## config.mk

```make
export PLATFORM = sky130hd
export DESIGN_NAME = uart_core
export DESIGN_NICKNAME = d
export VERILOG_FILES = /design/src/rtl/uart_core.sv
export SDC_FILE = /design/constraint.sdc
export NUM_CORES = 1
export LEC_CHECK = 0
export ABC_AREA = 1
export BUFFER_PORTS_ARGS = -buffer_cell sky130_fd_sc_hd__buf_2
export CORE_MARGIN = 5
export CORE_UTILIZATION = 45
export CTS_CLUSTER_SIZE = 8
export DETAILED_ROUTE_END_ITERATION = 10
export PLACE_DENSITY = 0.7
export SLEW_MARGIN = 5
export SYNTH_ARGS = -nofsm -noshare
export SYNTH_HDL_FRONTEND = slang
export SYNTH_SLANG_ARGS = --single-unit
```

## constraint.sdc

```tcl
create_clock -name CLK -period 4.1 [get_ports CLK]
set_input_delay 1.025 -clock CLK [delete_from_list [all_inputs] [get_ports CLK]]
set_output_delay 1.025 -clock CLK [all_outputs]
set_load 0.02 [all_outputs]
```

## src/rtl/uart_core.sv

```systemverilog
// uart_core: single-clock UART with TX and RX engines and 3-sample majority voting on RX.
// Optional feature: define UART_LOOPBACK_EN to add the LOOPBACK input (TX stream fed to RX, TX_OUT held high).
module uart_core #(
  parameter int DATA_WIDTH = 8,
  parameter int OVERSAMPLE = 8,
  parameter int DIV_WIDTH  = 16
) (
  input  logic                  CLK,
  input  logic                  RST,
  input  logic [DIV_WIDTH-1:0]  BAUD_DIV,
  input  logic                  PAR_EN,
  input  logic                  PAR_TYP,
  input  logic                  STOP2,
  input  logic                  Data_Valid_TX,
  input  logic [DATA_WIDTH-1:0] P_DATA_TX,
  output logic                  TX_OUT,
  output logic                  Busy,
  input  logic                  RX_IN,
`ifdef UART_LOOPBACK_EN
  input  logic                  LOOPBACK,
`endif
  output logic                  data_valid_RX,
  output logic [DATA_WIDTH-1:0] P_DATA_RX,
  output logic                  Parity_error,
  output logic                  Framing_error
);
  localparam int CW = $clog2(OVERSAMPLE);
  localparam int BW = (DATA_WIDTH > 1) ? $clog2(DATA_WIDTH) : 1;
  localparam logic [CW-1:0] TICK_LAST = CW'(OVERSAMPLE - 1);
  localparam logic [CW-1:0] TICK_S0   = CW'(OVERSAMPLE / 2 - 1);
  localparam logic [CW-1:0] TICK_S1   = CW'(OVERSAMPLE / 2);
  localparam logic [CW-1:0] TICK_S2   = CW'(OVERSAMPLE / 2 + 1);
  localparam logic [BW-1:0] BIT_LAST  = BW'(DATA_WIDTH - 1);

  typedef enum logic [2:0] {S_IDLE, S_START, S_DATA, S_PARITY, S_STOP} state_t;

  // Tick generators: index 0 serves TX, index 1 serves RX; each restarts at its frame start
  // so every bit lasts exactly OVERSAMPLE*(BAUD_DIV+1) clocks.
  logic [1:0] tick;
  logic [1:0] restart;

  genvar gi;
  generate
    for (gi = 0; gi < 2; gi++) begin : g_prescale
      logic [DIV_WIDTH-1:0] cnt_reg;
      always_ff @(posedge CLK) begin
        if (RST || restart[gi] || cnt_reg >= BAUD_DIV)
          cnt_reg <= '0;
        else
          cnt_reg <= cnt_reg + DIV_WIDTH'(1);
      end
      assign tick[gi] = (cnt_reg >= BAUD_DIV);
    end
  endgenerate

  // ---------------- TX ----------------
  state_t                tx_state_reg, tx_state_next;
  logic [DATA_WIDTH-1:0] tx_data_reg;
  logic [CW-1:0]         tx_tick_reg;
  logic [BW-1:0]         tx_bit_reg;
  logic                  tx_par_en_reg, tx_par_typ_reg, tx_stop2_reg;
  logic                  tx_accept, tx_bit_end, tx_line;

  assign tx_accept  = (tx_state_reg == S_IDLE) && Data_Valid_TX;
  assign tx_bit_end = tick[0] && (tx_tick_reg == TICK_LAST);
  assign restart[0] = tx_accept;

  always_ff @(posedge CLK) begin
    if (RST)
      tx_state_reg <= S_IDLE;
    else
      tx_state_reg <= tx_state_next;
  end

  always_comb begin
    tx_state_next = tx_state_reg;
    case (tx_state_reg)
      S_IDLE:   if (tx_accept) tx_state_next = S_START;
      S_START:  if (tx_bit_end) tx_state_next = S_DATA;
      S_DATA:   if (tx_bit_end && tx_bit_reg == BIT_LAST)
                  tx_state_next = tx_par_en_reg ? S_PARITY : S_STOP;
      S_PARITY: if (tx_bit_end) tx_state_next = S_STOP;
      S_STOP:   if (tx_bit_end && (!tx_stop2_reg || tx_bit_reg != '0))
                  tx_state_next = S_IDLE;
      default:  tx_state_next = S_IDLE;
    endcase
  end

  always_comb begin
    Busy    = (tx_state_reg != S_IDLE);
    tx_line = 1'b1;
    case (tx_state_reg)
      S_START:  tx_line = 1'b0;
      S_DATA:   tx_line = tx_data_reg[tx_bit_reg];
      S_PARITY: tx_line = ^tx_data_reg ^ tx_par_typ_reg;
      default:  tx_line = 1'b1;
    endcase
  end

  always_ff @(posedge CLK) begin
    if (RST) begin
      tx_data_reg    <= '0;
      tx_tick_reg    <= '0;
      tx_bit_reg     <= '0;
      tx_par_en_reg  <= 1'b0;
      tx_par_typ_reg <= 1'b0;
      tx_stop2_reg   <= 1'b0;
    end else begin
      if (tx_accept) begin
        tx_data_reg    <= P_DATA_TX;
        tx_par_en_reg  <= PAR_EN;
        tx_par_typ_reg <= PAR_TYP;
        tx_stop2_reg   <= STOP2;
      end
      if (tx_state_reg == S_IDLE)
        tx_tick_reg <= '0;
      else if (tick[0])
        tx_tick_reg <= tx_tick_reg + CW'(1);
      // Bit index doubles as the stop-bit counter; it restarts on every state change.
      if (tx_state_next != tx_state_reg)
        tx_bit_reg <= '0;
      else if (tx_bit_end)
        tx_bit_reg <= tx_bit_reg + BW'(1);
    end
  end

  // ---------------- RX ----------------
  logic rx_sync1_reg, rx_sync2_reg, rx_prev_reg, rx_line;

  always_ff @(posedge CLK) begin
    if (RST) begin
      rx_sync1_reg <= 1'b1;
      rx_sync2_reg <= 1'b1;
      rx_prev_reg  <= 1'b1;
    end else begin
      rx_sync1_reg <= RX_IN;
      rx_sync2_reg <= rx_sync1_reg;
      rx_prev_reg  <= rx_line;
    end
  end

`ifdef UART_LOOPBACK_EN
  assign rx_line = LOOPBACK ? tx_line : rx_sync2_reg;
  assign TX_OUT  = LOOPBACK ? 1'b1 : tx_line;
`else
  assign rx_line = rx_sync2_reg;
  assign TX_OUT  = tx_line;
`endif

  state_t                rx_state_reg, rx_state_next;
  logic [CW-1:0]         rx_tick_reg;
  logic [BW-1:0]         rx_bit_reg;
  logic [1:0]            rx_samp_reg;
  logic [DATA_WIDTH-1:0] rx_shift_reg, rx_data_reg;
  logic                  rx_par_bit_reg, rx_par_en_reg, rx_par_typ_reg;
  logic                  rx_valid_reg, rx_perr_reg, rx_ferr_reg;
  logic                  rx_start, rx_bit_end, rx_mid, rx_vote;
  logic                  rx_stop_check, rx_par_err, rx_frame_err;

  assign rx_start   = (rx_state_reg == S_IDLE) && rx_prev_reg && !rx_line;
  assign restart[1] = rx_start;
  assign rx_bit_end = tick[1] && (rx_tick_reg == TICK_LAST);
  assign rx_mid     = tick[1] && (rx_tick_reg == TICK_S2);
  // Third sample is taken live; the first two were captured at the preceding ticks.
  assign rx_vote    = (rx_samp_reg[1] & rx_samp_reg[0]) | (rx_samp_reg[1] & rx_line)
                    | (rx_samp_reg[0] & rx_line);

  always_ff @(posedge CLK) begin
    if (RST)
      rx_state_reg <= S_IDLE;
    else
      rx_state_reg <= rx_state_next;
  end

  always_comb begin
    rx_state_next = rx_state_reg;
    case (rx_state_reg)
      S_IDLE:   if (rx_start) rx_state_next = S_START;
      S_START:  if (rx_mid && rx_vote) rx_state_next = S_IDLE;
                else if (rx_bit_end) rx_state_next = S_DATA;
      S_DATA:   if (rx_bit_end && rx_bit_reg == BIT_LAST)
                  rx_state_next = rx_par_en_reg ? S_PARITY : S_STOP;
      S_PARITY: if (rx_bit_end) rx_state_next = S_STOP;
      S_STOP:   if (rx_mid) rx_state_next = S_IDLE;
      default:  rx_state_next = S_IDLE;
    endcase
  end

  always_comb begin
    rx_stop_check = (rx_state_reg == S_STOP) && rx_mid;
    rx_par_err    = rx_stop_check && rx_par_en_reg
                  && (rx_par_bit_reg != (^rx_shift_reg ^ rx_par_typ_reg));
    rx_frame_err  = rx_stop_check && !rx_vote;
  end

  always_ff @(posedge CLK) begin
    if (RST) begin
      rx_tick_reg    <= '0;
      rx_bit_reg     <= '0;
      rx_samp_reg    <= 2'b11;
      rx_shift_reg   <= '0;
      rx_data_reg    <= '0;
      rx_par_bit_reg <= 1'b0;
      rx_par_en_reg  <= 1'b0;
      rx_par_typ_reg <= 1'b0;
      rx_valid_reg   <= 1'b0;
      rx_perr_reg    <= 1'b0;
      rx_ferr_reg    <= 1'b0;
    end else begin
      if (rx_start) begin
        rx_par_en_reg  <= PAR_EN;
        rx_par_typ_reg <= PAR_TYP;
      end
      if (rx_state_reg == S_IDLE)
        rx_tick_reg <= '0;
      else if (tick[1])
        rx_tick_reg <= rx_tick_reg + CW'(1);
      if (rx_state_next != rx_state_reg)
        rx_bit_reg <= '0;
      else if (rx_bit_end)
        rx_bit_reg <= rx_bit_reg + BW'(1);
      if (rx_state_reg != S_IDLE && tick[1] && (rx_tick_reg == TICK_S0 || rx_tick_reg == TICK_S1))
        rx_samp_reg <= {rx_samp_reg[0], rx_line};
      if (rx_mid && rx_state_reg == S_DATA)
        rx_shift_reg <= {rx_vote, rx_shift_reg[DATA_WIDTH-1:1]};
      if (rx_mid && rx_state_reg == S_PARITY)
        rx_par_bit_reg <= rx_vote;
      rx_valid_reg <= rx_stop_check && !rx_par_err && !rx_frame_err;
      rx_perr_reg  <= rx_par_err;
      rx_ferr_reg  <= rx_frame_err;
      if (rx_stop_check && !rx_par_err && !rx_frame_err)
        rx_data_reg <= rx_shift_reg;
    end
  end

  assign data_valid_RX = rx_valid_reg;
  assign P_DATA_RX     = rx_data_reg;
  assign Parity_error  = rx_perr_reg;
  assign Framing_error = rx_ferr_reg;

endmodule

```

==> results of run 1 <==
-- worst max-delay path by stage --
stage,from,endpoint
6_report,BAUD_DIV[15],g_prescale[1].cnt_reg[11]$_SDFF_PP0_
2_1_floorplan,BAUD_DIV[7],rx_shift_reg[5]$_SDFFE_PP0P_
4_1_cts,BAUD_DIV[15],g_prescale[1].cnt_reg[11]$_SDFF_PP0_
3_3_place_gp,BAUD_DIV[7],g_prescale[0].cnt_reg[11]$_SDFF_PP0_
3_5_place_dp,BAUD_DIV[15],g_prescale[1].cnt_reg[12]$_SDFF_PP0_
5_1_grt,BAUD_DIV[15],g_prescale[1].cnt_reg[11]$_SDFF_PP0_
-- synth_stat cells (8+ instances only) --
master,n
nand2_1,118
inv_1,92
dfxtp_1,88
nor2_1,85
a21oi_1,52
ha_1,45
o21ai_0,31
nand3_1,26
xor2_1,20
nand4_1,19
xnor2_1,9
nor3b_1,8
-- layout by cell type (no fill, tap or decap), types with 19 or more instances in the layout --
cell,netlist,layout
a21oi_1,52,52
ha_1,45,45
o21ai_0,31,31
nand2_1,118,118
inv_1,92,92
buf_2,2,43
nor2_1,85,85
nand4_1,19,19
xor2_1,20,20
nand3_1,26,26
dfxtp_1,88,88
-- cell families (layout without fill, tap and decap cells) --
| family | count (synthesis) | in the layout | share of synthesized area [%] |
|---|---|---|---|
| muxes | 3 | 3 | 0.657 |
| xor gates and xnor gates | 29 | 29 | 5.34 |
| buffers and inverters | 106 | 156 | 8.57 |
| and+or+nand+nor | 279 | 279 | 25.9 |
| AOI/OAI and AO/OA | 95 | 95 | 10.4 |
| adders and majority gates | 46 | 46 | 12.0 |
| DFF | 88 | 88 | 37.0 |
-- cell type report --
type                       count  area [um2]
fill                         985        5000
multi-input combinational    452        2590
sequential                    88        1760
inverter                      95         357
timing repair buffer          45         230
tap                          136         170
clock buffer                  10         128
clock inverter                 6        91.3
-- routing by layer --
layer	part of all wire [%]	wire, um	global-route usage, %
met4	1.3	119	4.81
met2	49	4660	27.2
met1	45	4280	17.9
met5	0	0	0
met3	4.2	396	4.22
-- power groups by stage --
stage | combinational (mW) | sequential, mW | clock, mW
6_report | 0.136 | 0.884 | 0.661
2_1_floorplan | 0.0982 | 0.900 | 0
4_1_cts | 0.138 | 0.884 | 0.685
3_5_place_dp | 0.137 | 0.904 | 0
5_1_grt | 0.160 | 0.886 | 0.718
3_3_place_gp | 0.132 | 0.903 | 0
-- metrics by stage --
| step | hold slack [ns] | power, mW | setup WS [ns] |
|---|---|---|---|
| 3_3_place_gp | 0.394 | 1.04 | 1.03 |
| 5_1_grt | 0.431 | 1.76 | 1.01 |
| 2_1_floorplan | 0.389 | 0.999 | 1.48 |
| 6_report | 0.417 | 1.68 | 1.33 |
| 4_1_cts | 0.418 | 1.71 | 1.32 |
| 3_5_place_dp | 0.394 | 1.04 | 0.923 |
-- critical path, stage by stage --
cell and delay, ns:
buf_2 0.07, inv_1 0.06, ha_1 0.33, a21oi_1 0.15, o21ai_0 0.09, nor2_1 0.25, nand2_4 0.14, inv_1 0.14
nand3_1 0.43, nor3b_1 0.33
==> summary.txt, run 1 <==
Die
  • Die ar.: 12700 um2
  • IO Pins: between 40 and 50
  • Core outline area: roughly 10000 um2
  • Rows: 37
  • Die height: 113 um
  • Die W: 113 um
  • Initial Util: between 40% and 50%

Yosys
  • Cells after synthesis: 646
  • Post-Syn Area: 4760 um2
  • Number of synthesized flops with an enable pin: 0
  • Synth area leader: dfxtp_1
  • Syn_nets: around 720
  • Yosys reg bits: 88
  • Distinct cell type count after synthesis: 39
  • Ys Warns: 0
  • Ys async rst share: 0%
  • Synth top area cells: dfxtp_1, ha_1, nand2_1
  • Dominant synthesized flop cell: dfxtp_1
  • Seq/Total Area, Yosys: 37.0%
  • Yosys top cell area share: 37.0%
  • Average size of a mapped cell: 7.37 um2

Clocking
  • Cts repair resizes: 0
  • CTS H-Tree Depth: 3
  • CTS Hold Bufs: 0
  • TritonCTS clock tree: done
  • Clock root cell: clkbuf_8
  • Max clock buf depth: 2
  • Clk_lat worst skew: roughly 0.36 ns
  • Clock sink count: approximately 90
  • TritonCTS buffer count: 9
  • Clk pin slew, worst setup/hold paths: 0.09 ns
  • Post CTS Setup Buffer Count: 0

Worst setup path
  • Worst setup EP type: flop
  • FF-to-FF path depth: 14
  • Critical Path Source Type: primary input
  • Reg-to-Reg Start: g_prescale[0].cnt_reg[0]$_SDFF_PP0_
  • Critical Path RT: 4.36 ns
  • Crit path DAT: 3.03 ns
  • CP Max Fanout: 16
  • Reg2Reg Setup Slack: 1.74 ns
  • Crit Reg-Reg Endpoint: g_prescale[0].cnt_reg[11]$_SDFF_PP0_
  • Critical setup path kind: primary input to flop

STA
  • Worst Skew: 0.00958 ns
  • RSZ-0062 raised after global routing: false
  • Worst relative slew slack: approximately 60%
  • Fin. Hold Viols: 0
  • Period Utilization, post-route: between 60% and 70%
  • Setup TNS: 0 ns
  • Slew @ Worst Pin: 0.597 ns
  • Fin crit period: 2.77 ns
  • Slew Limit Fails: 0
  • Endpoints failing setup: 0
  • Fmax: 0.362 GHz

Min path
  • Hold Path Class: flop to flop
  • Min-delay src: rx_sync1_reg$_SDFF_PP1_
  • Hold path depth: 1
  • Hold Path End: rx_line$_SDFF_PP1_

Placement
  • Placed insts: ~820
  • GPL Wtd Cong: 0.889
  • Final HPWL DP: 7310 um
  • I/O Buffers: 43
  • Placed instance area: 5110 um2

Global route
  • All-Layer GR Usage: 15.3%
  • Vias in the first global route: 3964
  • Largest net degree at the start of global routing: 26
  • First-pass GRT wire length: 16500 um
  • Initial antenna violation count: 0
  • Grt ovf: 0

Route
  • DRC violations left: 0
  • DR vias: roughly 4000
  • WL/cell: 11.4 um
  • Final wirelength: 9460 um
  • 1st-iter DRT viols: 266
  • 1st-pass router iterations: 5
  • Drt via density: around 4.9
  • ANT nets after route: 0

Pwr
  • Leak: 2.44 nW
  • Logic pwr share: 8.1%
  • Pwr dens: ~320 nW/um2
  • Clock power frac: 39.3%
  • Cell Int Power: 1.27 mW
  • Net Sw Frac: 24.4%
  • Sequential power share: 52.6%
  • VDD IR max: 224 uV
  • Psw: 410 uW

Layout
  • Layout area overhead: 11.9%
  • Final instance area: roughly 5300 um2
  • Final Core Density: 51.6%
  • Non-Filler Instances: 832
  • Layout cells sized above 1: about 11%
  • ANT cells: 0
  • Nets: 767
  • Max FFs per register: 32

Outcome
  • Outcome: finished clean

Flow run
  • Number of max-cap violations: 0
No activity file was read; power rests on OpenSTA's default activity.
==> run 2: changes to the inputs <==
==> constraint.sdc (replaced) <==
create_clock -name CLK -period 2.6 [get_ports CLK]
set_input_delay 0.65 -clock CLK [delete_from_list [all_inputs] [get_ports CLK]]
set_output_delay 0.65 -clock CLK [all_outputs]
set_load 0.02 [all_outputs]
==> summary.txt, run 2 (synthesis gave the netlist of run 1 again) <==
Outcome
  • Outcome: finished clean

Placement
  • I/O Buffers: 43 (unchanged)
  • Placed insts: 821 (+0.61%)
  • Final HPWL DP: 7460 um (+2.0%)
  • GPL Wtd Cong: 0.856 (-3.7%)
  • Setup WS pre-CTS: -0.0247 ns (-0.948 ns)

Layout
  • Multi-input logic area: 2600 um2 (+0.29%)
  • ANT cells: 0 (unchanged)
  • Commonest non-fill, non-tap cell in the layout: nand2_1
  • Commonest non-fill, non-tap cells in the layout: nand2_1, inv_1, dfxtp_1
  • Layout area overhead: 13.2%
  • Register area: 1760 um2 (unchanged)
  • Non-Filler Instances: 836 (+0.48%)
  • Layout cells sized above 1: 11.6% (+0.80 points)
  • Fillcell total: 989 (+0.41%)
  • Nets: 772 (+0.65%)
  • Final Core Density: 52.2% (+0.57 points)
  • Max FFs per register: 32 (unchanged)

Worst setup path
  • CP delay by family, top: XOR/XNOR gates
  • Worst setup EP type: output port
  • Crit path DAT: 1.80 ns (-1.23 ns)
  • Critical setup path kind: flop to output port
  • Critical Path RT: 1.95 ns (-2.41 ns)
  • CP max stage delay: 0.39 ns (-0.04 ns)
  • Critical Path Source Type: flop
  • Crit path buffers/inverters: 1 (-2)
  • CP max-delay cell: dfxtp_1
  • Critical path cell sequence: xor2_2, xnor2_1, xor2_1, a21boi_0, o21ai_0, nand4_1, buf_2
  • CP Max Fanout: 3 (-13)

Die
  • Die ar.: 12700 um2 (unchanged)
  • Initial Util: 46.1% (unchanged)
  • Core outline area: 10300 um2 (unchanged)
  • IO Pins: 44 (unchanged)
  • Die height: 113 um (unchanged)
  • Rows: 37 (unchanged)
  • Die W: 113 um (unchanged)

Global route
  • All-Layer GR Usage: 15.5% (+0.21 points)
  • Initial antenna violation count: 0 (unchanged)
  • First-pass GRT wire length: 16800 um (+1.8%)
  • Vias in the first global route: 4008 (+1.1%)
  • Grt ovf: 0 (unchanged)
  • Largest net degree at the start of global routing: 28 (+7.7%)

Clocking
  • TritonCTS buffer count: 9 (unchanged)
  • CTS H-Tree Depth: 3 (unchanged)
  • Clock root cell: clkbuf_8
  • Clock sink count: 88 (unchanged)
  • Clk_lat worst skew: 0.35 ns (about the same)
  • Post CTS Setup Buffer Count: 0 (unchanged)
  • Cts repair resizes: 0 (unchanged)
  • CTS Hold Bufs: 0 (unchanged)
  • Clk pin slew, worst setup/hold paths: 0.08 ns (about the same)
  • TritonCTS clock tree: done
  • Max clock buf depth: 2 (unchanged)

Pwr
  • Pwr dens: 506 nW/um2 (+60%)
  • Clock power frac: 40.7% (+1.4 points)
  • Leak: 2.48 nW (+1.8%)
  • Psw: 629 uW (+54%)
  • Net Sw Frac: 23.1% (-1.3 points)
  • Logic pwr share: 8.1% (about the same)
  • Cell Int Power: 2.09 mW (+65%)
  • Sequential power share: 51.2% (-1.4 points)
  • Final Power: 2.72 mW (+62%)
  • VDD IR max: 340 uV (+52%)

STA
  • Endpoints failing setup: 0 (unchanged)
  • Fin Hold WS: 0.415 ns (-0.00170 ns)
  • Fin crit period: 2.45 ns
  • Fin. Hold Viols: 0 (unchanged)
  • RSZ-0062 raised after global routing: false
  • Setup WS post-layout: 0.147 ns (-1.19 ns)
  • Worst relative slew slack: 61.1% (+1.1 points)
  • Slew @ Worst Pin: 0.578 ns (-0.0190 ns)
  • Slew Limit Fails: 0 (unchanged)
  • Worst Skew: 0.00912 ns (-0.000459 ns)
  • Period Utilization, post-route: 94.3%
  • Fmax: 0.408 GHz

Route
  • DR vias: 4111 (+1.4%)
  • ANT nets after route: 0 (unchanged)
  • WL/cell: 11.5 um (+1.6%)
  • 1st-iter DRT viols: 179 (-33%)
  • 1st-pass router iterations: 4 (-1)
  • DRC violations left: 0 (unchanged)
  • Final wirelength: 9650 um (+2.1%)
  • Drt via density: 4.92 (+0.87%)

Flow run
  • Number of max-cap violations: 0 (unchanged)

Min path
  • Hold Path Class: flop to flop
-- run 2: cell count changes in the layout (fill, tap and decap cells not counted), sizes merged --
cell	previous run	this run
clkbuf	10	9
bufinv	2	3
buf	45	50
clkinvlp	3	0
clkinv	1	4
inv	95	94
-- run 2: worst reg2reg max path, delay by kind of cell (launching register included) --
| family | cells | cell delay [ns] |
|---|---|---|
| DFF | 1 | 0.37 |
| AOI/OAI and AO/OA | 2 | 0.36 |
| and+or+nand+nor | 7 | 0.93 |
| buffers and inverters | 2 | 0.14 |
| adders and majority gates | 1 | 0.31 |
-- run 2: metal layers --
| metal | global-route usage [%] | vias to the layer above | wire [um] |
|---|---|---|---|
| li1 | - | 2175 | - |
| met1 | 17.7 | 1862 | 4400 |
| met2 | 28.6 | 57 | 4760 |
| met3 | 3.16 | 17 | 326 |
| met4 | 5.37 | 0 | 172 |
| met5 | 0 | - | 0 |
-- run 2: worst paths after layout --
path,from,end,slack (ns),cells past startpoint
min reg2reg,rx_sync1_reg$_SDFF_PP1_,rx_line$_SDFF_PP1_,0.42,1
max reg2reg,g_prescale[1].cnt_reg[11]$_SDFF_PP0_,rx_shift_reg[4]$_SDFFE_PP0P_,0.37,12
min,rx_sync1_reg$_SDFF_PP1_,rx_line$_SDFF_PP1_,0.42,1
max,tx_data_reg[3]$_SDFFE_PP0P_,TX_OUT,0.15,7
-- run 2: layout make-up --
| class | count | area share, % |
|---|---|---|
| repair buffers | 50 | 4.97 |
| clock inverters | 6 | 2.02 |
| clock buffers | 9 | 2.30 |
| flip-flops and latches | 88 | 32.7 |
| inverters | 95 | 6.62 |
| multi-input cells | 452 | 48.2 |
| well taps | 136 | 3.16 |
-- run 2: through the flow --
stage          area [um2]  setup TNS, ns
6_report             5390              0
5_1_grt              5390              0
4_1_cts              5380              0
3_5_place_dp         5150        -0.0247
3_3_place_gp         5150              0
2_1_floorplan        4760              0
-- run 2: power groups by stage --
stage,sequential [mW],combinational (mW),clock (mW)
after global routing,1.40,0.257,1.20
after floorplan,1.42,0.155,0
final,1.39,0.221,1.11
after global placement,1.42,0.212,0
after CTS,1.39,0.223,1.14
after detailed placement,1.43,0.222,0
